<file path="src/rtl/tx_frame_ctrl.sv">
// tx_frame_ctrl -- QPSK transmit frame sequencer.
// Turns a one-cycle start request into a timed burst of preamble, PRBS
// payload and guard interval, producing the per-symbol strobe, PRBS
// advance, preamble select and I/Q mute for the transmit datapath.
// Optional feature macro: TX_CTRL_CONT_EN adds the `cont` input. With it,
// a frame that finishes its guard without an abort chains straight into
// the next preamble.
module tx_frame_ctrl #(
    parameter int OS        = 4,   // samples per symbol, >= 2
    parameter int CNT_W     = 16,  // symbol counter / payload length width
    parameter int PRE_LEN   = 32,  // preamble symbols, >= 1
    parameter int GUARD_LEN = 8    // guard symbols, >= 1
) (
    input  logic             clk,
    input  logic             reset,
    input  logic             start,
    input  logic             abort,
    input  logic [CNT_W-1:0] payload_len,
`ifdef TX_CTRL_CONT_EN
    input  logic             cont,
`endif
    output logic             sym_stb,
    output logic             prbs_en,
    output logic             pre_sel,
    output logic             tx_en,
    output logic             busy,
    output logic             frame_done,
    output logic             aborted,
    output logic [1:0]       state,
    output logic [CNT_W-1:0] sym_cnt
);

    localparam int PH_W = $clog2(OS);
    localparam logic [PH_W-1:0]  PH_LAST    = PH_W'(OS - 1);
    localparam logic [CNT_W-1:0] PRE_LAST   = CNT_W'(PRE_LEN - 1);
    localparam logic [CNT_W-1:0] GUARD_LAST = CNT_W'(GUARD_LEN - 1);

    typedef enum logic [1:0] {
        S_IDLE  = 2'd0,
        S_PRE   = 2'd1,
        S_PAY   = 2'd2,
        S_GUARD = 2'd3
    } state_e;

    state_e           state_q, state_d;
    logic [PH_W-1:0]  phase_q, phase_d;
    logic [CNT_W-1:0] cnt_q,   cnt_d;
    logic [CNT_W-1:0] len_q,   len_d;
    logic             done_q,  done_d;
    logic             abt_q,   abt_d;

    logic [CNT_W-1:0] seg_last;
    logic             seg_end;
    logic             restart;

    // Chaining into a new frame is only allowed when this frame ran clean.
`ifdef TX_CTRL_CONT_EN
    assign restart = cont & ~abt_q;
`else
    assign restart = 1'b0;
`endif

    // Last symbol index of the segment currently running, and the
    // end-of-segment condition (last sample of that last symbol).
    always_comb begin
        seg_last = '0;
        case (state_q)
            S_PRE:   seg_last = PRE_LAST;
            S_PAY:   seg_last = len_q - CNT_W'(1);
            S_GUARD: seg_last = GUARD_LAST;
            default: seg_last = '0;
        endcase
        seg_end = (phase_q == PH_LAST) && (cnt_q == seg_last);
    end

    // Next-state logic: segment sequencing, abort, phase/symbol counting.
    always_comb begin
        state_d = state_q;
        phase_d = phase_q;
        cnt_d   = cnt_q;
        len_d   = len_q;
        done_d  = 1'b0;
        abt_d   = abt_q;

        // Free-running phase within the symbol; symbol index bumps on wrap.
        if (state_q != S_IDLE) begin
            if (phase_q == PH_LAST) begin
                phase_d = '0;
                cnt_d   = cnt_q + CNT_W'(1);
            end else begin
                phase_d = phase_q + PH_W'(1);
            end
        end

        case (state_q)
            S_IDLE: begin
                // start wins over a simultaneous abort; abort is a no-op here.
                if (start) begin
                    state_d = S_PRE;
                    len_d   = payload_len;
                    abt_d   = 1'b0;
                    phase_d = '0;
                    cnt_d   = '0;
                end
            end
            S_PRE, S_PAY: begin
                if (abort) begin
                    state_d = S_GUARD;
                    abt_d   = 1'b1;
                    phase_d = '0;
                    cnt_d   = '0;
                end else if (seg_end) begin
                    // An empty payload skips straight to the guard.
                    if (state_q == S_PRE && len_q != '0) state_d = S_PAY;
                    else                                 state_d = S_GUARD;
                    phase_d = '0;
                    cnt_d   = '0;
                end
            end
            S_GUARD: begin
                if (seg_end) begin
                    done_d  = 1'b1;
                    phase_d = '0;
                    cnt_d   = '0;
                    if (restart) begin
                        state_d = S_PRE;
                        len_d   = payload_len;
                    end else begin
                        state_d = S_IDLE;
                    end
                end
            end
            default: state_d = S_IDLE;
        endcase
    end

    // State and counter registers; reset clears everything immediately.
    always_ff @(posedge clk or negedge reset) begin
        if (!reset) begin
            state_q <= S_IDLE;
            phase_q <= '0;
            cnt_q   <= '0;
            len_q   <= '0;
            done_q  <= 1'b0;
            abt_q   <= 1'b0;
        end else begin
            state_q <= state_d;
            phase_q <= phase_d;
            cnt_q   <= cnt_d;
            len_q   <= len_d;
            done_q  <= done_d;
            abt_q   <= abt_d;
        end
    end

    // Outputs decode registered state only, so no input reaches an output
    // in the same cycle.
    assign busy       = (state_q != S_IDLE);
    assign sym_stb    = busy && (phase_q == '0);
    assign prbs_en    = sym_stb && (state_q == S_PAY);
    assign pre_sel    = (state_q == S_PRE);
    assign tx_en      = (state_q == S_PRE) || (state_q == S_PAY);
    assign frame_done = done_q;
    assign aborted    = abt_q;
    assign state      = state_q;
    assign sym_cnt    = cnt_q;

endmodule

</file>
<file path="config.mk">
export PLATFORM = sky130hd
export DESIGN_NAME = tx_frame_ctrl
export DESIGN_NICKNAME = d
export VERILOG_FILES = /design/src/rtl/tx_frame_ctrl.sv
export SDC_FILE = /design/constraint.sdc
export NUM_CORES = 1
export LEC_CHECK = 0
export BUFFER_PORTS_ARGS = -buffer_cell sky130_fd_sc_hd__buf_2
export CORE_ASPECT_RATIO = 1.2
export CORE_MARGIN = 2
export CORE_UTILIZATION = 52
export CTS_CLUSTER_SIZE = 40
export DETAILED_ROUTE_END_ITERATION = 12
export PLACE_DENSITY = 0.77
export SYNTH_ARGS = -nofsm -noshare
export SYNTH_HDL_FRONTEND = slang
export SYNTH_SLANG_ARGS = --single-unit
</file>
<file path="constraint.sdc">
create_clock -name clk -period 3.2 [get_ports clk]
set_input_delay 0.64 -clock clk [delete_from_list [all_inputs] [get_ports clk]]
set_output_delay 0.64 -clock clk [all_outputs]
set_load 0.01 [all_outputs]
</file>
Yosys cells after proc, flatten, opt, wreduce, memory -nomap -nowiden:

Cells that the tools add are included.
W data, S select, Z words.

* register bits: 38
* input port bits: 20
* output and inout port bits: 25
* logic and storage cells: 56

* add/subtract/negate cells: 3
* equality and inequality tests: 9
* muxes and demuxes: 24
* reduce and logical (&&, ||, !) cells: 14

Operators with widths (number)
* $pmux W16 S3: 2
* $mux W16: 5
* $mux W2: 9
* $add A16 B1 Y16 const B: 1
* $eq A16 B16 Y1: 1
* $reduce_bool A16 Y1: 1
* $sub A16 B1 Y16 const B: 1
* $pmux W2 S3: 2
* $eq A2 B2 Y1 const B: 3
* $ne A2 B2 Y1 const B: 3
* $reduce_and A3 Y1: 2
* $mux W1: 5
* $logic_and A1 B1 Y1: 4
* $logic_not A2 Y1: 2
* $reduce_bool A2 Y1: 2
* $ne A3 B3 Y1 const B: 1
* $add A2 B1 Y2 const B: 1
* $eq A2 B1 Y1 const B: 1
* $pmux W1 S2: 1
* $reduce_and A2 Y1: 1
* $reduce_or A2 Y1: 1
* $logic_or A1 B1 Y1: 1

Logic depth before layout (Yosys ltp):

* depth in word-level cells: 7
* depth in mapped cells: 13
* gate-level depth less buffers: 10

Worst setup path before layout:

OpenSTA, ideal clock, no wires.

* path type: flip-flop to flip-flop
* start point: reg len_q[0]
* end point: reg cnt_q[10] (netlist: sym_cnt[10])
* data arrival time: 3298 ps
* required time: 3081 ps
* setup slack: -217 ps
* cell stages (with the launch flop): 13
* period minus slack after synthesis: 3417 ps
* path through: dfrtp_1 -> inv_1 -> ha_1 -> or4b_1 -> buf_2 -> or3_1 -> a21o_1 -> a2111oi_0 -> nand4_1 -> a2111oi_4 -> nor3_4 -> buf_6 -> o21a_1

* longest elaborated chain between the ends: 7

RTL lines
* start, declared: line 48 `logic [CNT_W-1:0] len_q, len_d;`
* start signal, assigned: line 150 `len_q <= len_d;`
* $sub A16 B1 Y16 (*): line 69 `S_PAY: seg_last = len_q - CNT_W'(1);`
* $pmux W16 S3 (*): line 67 `case (state_q)`
* $eq A16 B16 Y1 (*): line 73 `seg_end = (phase_q == PH_LAST) && (cnt_q == seg_last);`
* $logic_and A1 B1 Y1 (*): line 73
* $mux W16 (*): line 112, 121
* $mux W16: line 107 `if (abort) begin`
* $pmux W16 S3 (*): line 95 `case (state_q)`
* net cnt_d[10]: line 47 `logic [CNT_W-1:0] cnt_q, cnt_d;`
* end signal, assigned: line 149 `cnt_q <= cnt_d;`
* end, declared: line 47

The timed path passes the listed nets; every way through them passes the cells marked *.
A chain may end at the register's enable or synchronous reset.

Worst setup path after layout:

* start point: reg len_q[0]
* end point: reg cnt_q[2] (netlist: sym_cnt[2])

The elaborated chain is that of the path after synthesis.

==> out/qor.yml <==
run_status:
  outcome: "finished, violations left"
  violations: "negative setup slack"
clock_tree:
  cts_buffers: 5
  cts_tree: "yes"
  cts-root-buf: "clkbuf_8"
  clkLatencyLatePin_ns: 0.29
  ctsHoldBuffers: 0
  clk_pin_slew_worst_paths_ns: 0.07
  cts_buffer_depth: 2
  cts.sinks: 38
  cts_htree_levels: 2
floorplanning:
  ios: 45
  row_count: 29
  core_area_sq_um: 5300
  die_w_microns: 71.7
  start_util_pct: 54.0
  dieArea_sq_um: 6110
  die-height_microns: 85.3
sta:
  period_share_pct: 104
  setup_ws_ns: -0.115
  skew_ns: 0.00595
  tns_ns: -1.13
  slew_headroom_pct: 42.4
  rsz0062_at_grt: "yes"
  hold_viol: 0
  setup_viol: 17
  min_period_ns: 3.31
  fmax_mhz: 302
  worst_pin_slew_ns: 0.864
  drv_slew: 0
synthesis:
  yosysMostFrequentCell: "dfrtp_1"
  avgSynthCellArea_sq_um: 9.38
  syn_inst: 305
  synth_top_area_share_pct: 33.2
  synth_compound_area_share_pct: 17.2
  synth-xor-area-share_pct: 6.43
  synth_top_cells_by_area: "dfrtp_1 (33%), mux2_2 (7.5%), ha_1 (3.9%), xnor2_1 (3.7%), o21a_1 (2.9%)"
  synth_ff_type: "dfrtp_1"
  synth_area_sq_um: 2860
  ys_ff_latch: 38
  synth_nets: 334
  synthArstFlopShare_pct: 100
  synth_largest_area_cell: "dfrtp_1"
  synth_common_cells: "dfrtp_1 (38), nand2_1 (21), mux2_2 (19)"
  synth-edff-count: 0
  muxShareOfSynthArea_pct: 8.88
  synth_top_family_by_area: "simple AND/OR/NAND/NOR gates"
  yosys_warnings: 0
  synthSimpleGateAreaFrac_pct: 25.0
  seq_area_frac_synth_pct: 33.2
  ys_types: 66
  yosys.area_share.adder_pct: 3.94
drt:
  ant_nets: 0
  drt_wl_total_microns: 7260
  initialDrtViolationCount: 196
  first_pass_iters: 4
  num_vias: 2644
  via_per_inst: 6.09
  avgRoutedWirePerCell_microns: 16.7
  drcViolationCount: 0
global_routing:
  grtUsageMet1_pct: 32.0
  grt_max_degree: 39
  antenna_found_initial: 0
  met2_usage_pct: 42.0
  grt_pass1_wl_microns: 12100
  grt_use_met3_pct: 3.21
  grt_usage_pct: 24.7
  grt_pass1_vias: 2567
  grt-ovfl-total: 0
  top_usage_layer: "met2"
finish:
  antenna_cells: 0
  fin_area_sq_um: 3490
  nFillCells: 433
  fin_nets: 400
  syn_to_final_growth_pct: 22.0
  drive_gt1_share_pct: 34.9
min_path:
  hold_path_class: "primary input to async pin"
placement:
  dp_slack_ns: -0.101
  io_buffers: 44
  dp_hpwl_microns: 5320
  post_dp_cell_area_sq_um: 3290
  gp_congestion: 0.852
pwr:
  clkPwrFrac_pct: 13.4
  ir_drop_mv: 0.529
  leakage_nw: 1.55
  p_int_mw: 1.64
  p_total_mw: 2.85
  power_density_nw_per_um2: 816
  swShare_pct: 42.4
  pwr-share-seq_pct: 26.2
  comb_power_share_pct: 60.4
  switchingPower_mw: 1.21
critical_path:
  critPathLaunch: "len_q[0]$_DFFE_PN0P_"
  start_kind: "register"
  required_ns: 3.38
  crit_type: "register to register"
  regToRegStartpoint: "len_q[0]$_DFFE_PN0P_"
  cp-end-kind: "register"
  arrival_ns: 3.49
  critPathMaxFanout: 7
run:
  cap_violations: 0
critical path, cell delays in order, from the launching register on:
cell,delay [ns]
dfrtp_1,0.40
buf_4,0.14
or3_1,0.39
or4_4,0.53
or3_4,0.37
a211oi_2,0.18
and4bb_4,0.26
a2111oi_4,0.41
buf_4,0.24
o41ai_2,0.08
a22o_1,0.19
final cells by class:
type / count / area [sq um] / area share, %
flip-flops and latches: 38 / 953 / 27.3
multi-input cells: 236 / 1830 / 52.3
well taps: 62 / 77.6 / 2.22
repair buffers: 77 / 475 / 13.6
inverters: 13 / 48.8 / 1.40
clock buffers: 8 / 110 / 3.15
per-stage QoR:
step                      std cells  hold slack (ns)  utilization, %
final                           434            0.463            65.9
after global routing            434            0.528            65.9
after global placement          423            0.518            62.2
after floorplan                 305            0.344               -
after CTS                       432            0.478            65.1
after detailed placement        423            0.538            62.2
what timing repair did:
item                                    CTS  global route
buffers inserted                          1             2
endpoints found under the setup margin   16            21
resized for setup                         6             7
pin swaps                                 4             2
registers in the layout, summed over array words and instances, names as in the netlist:
register	count
phase_q	2
sym_cnt	16
len_q	16
aborted	1
state	2
frame_done	1
power groups by stage:
stage / Sequential, mW / Combinational [mW] / Clock, mW
4_1_cts: 0.745 / 1.67 / 0.393
5_1_grt: 0.765 / 1.89 / 0.417
6_report: 0.747 / 1.72 / 0.381
3_5_place_dp: 0.751 / 1.60 / 0
2_1_floorplan: 0.749 / 1.09 / 0
3_3_place_gp: 0.743 / 1.54 / 0
cells in the final DEF (no fill, tap or decap), types with 8 or more instances in the layout:
| cell type | count |
|---|---|
| xnor2_1 | 12 |
| buf_2 | 44 |
| mux2_2 | 19 |
| xor2_1 | 9 |
| clkbuf_8 | 8 |
| nand2_1 | 21 |
| nor2b_1 | 8 |
| nand4_1 | 12 |
| buf_4 | 31 |
| dfrtp_1 | 36 |
| o21a_1 | 11 |
| inv_1 | 13 |
| ha_1 | 8 |
| nor3_1 | 8 |
| nor2_1 | 14 |
per-layer routing:
metal | share of wire (%) | up-vias
met4 | 1.1 | 0
met5 | 0 | -
met1 | 42 | 1308
met2 | 53 | 69
li1 | - | 1261
met3 | 3.9 | 6
path summary, 6_finish.rpt:
path                                        end  slack (ns)  depth (start not counted)
min in group clk           phase_q[1]$_DFF_PN0_        0.55                          1
setup reg to reg           sym_cnt[2]$_DFF_PN0_       -0.11                         10
hold reg to reg            phase_q[1]$_DFF_PN0_        0.55                          1
setup / recovery           sym_cnt[2]$_DFF_PN0_       -0.11                         10
max in group asynchronous  state[1]$_DFFE_PN0P_        2.14                          1
hold / removal             phase_q[1]$_DFF_PN0_        0.46                          1
kinds of logic after synthesis:
group | Yosys count
and+or+nand+nor | 120
buffers and inverters | 31
AOI/OAI and AO/OA | 63
DFF | 38
xor gates and xnor gates | 21
muxes | 23
adders and majority gates | 9
Note: power is estimated with default switching activity, not from simulation.
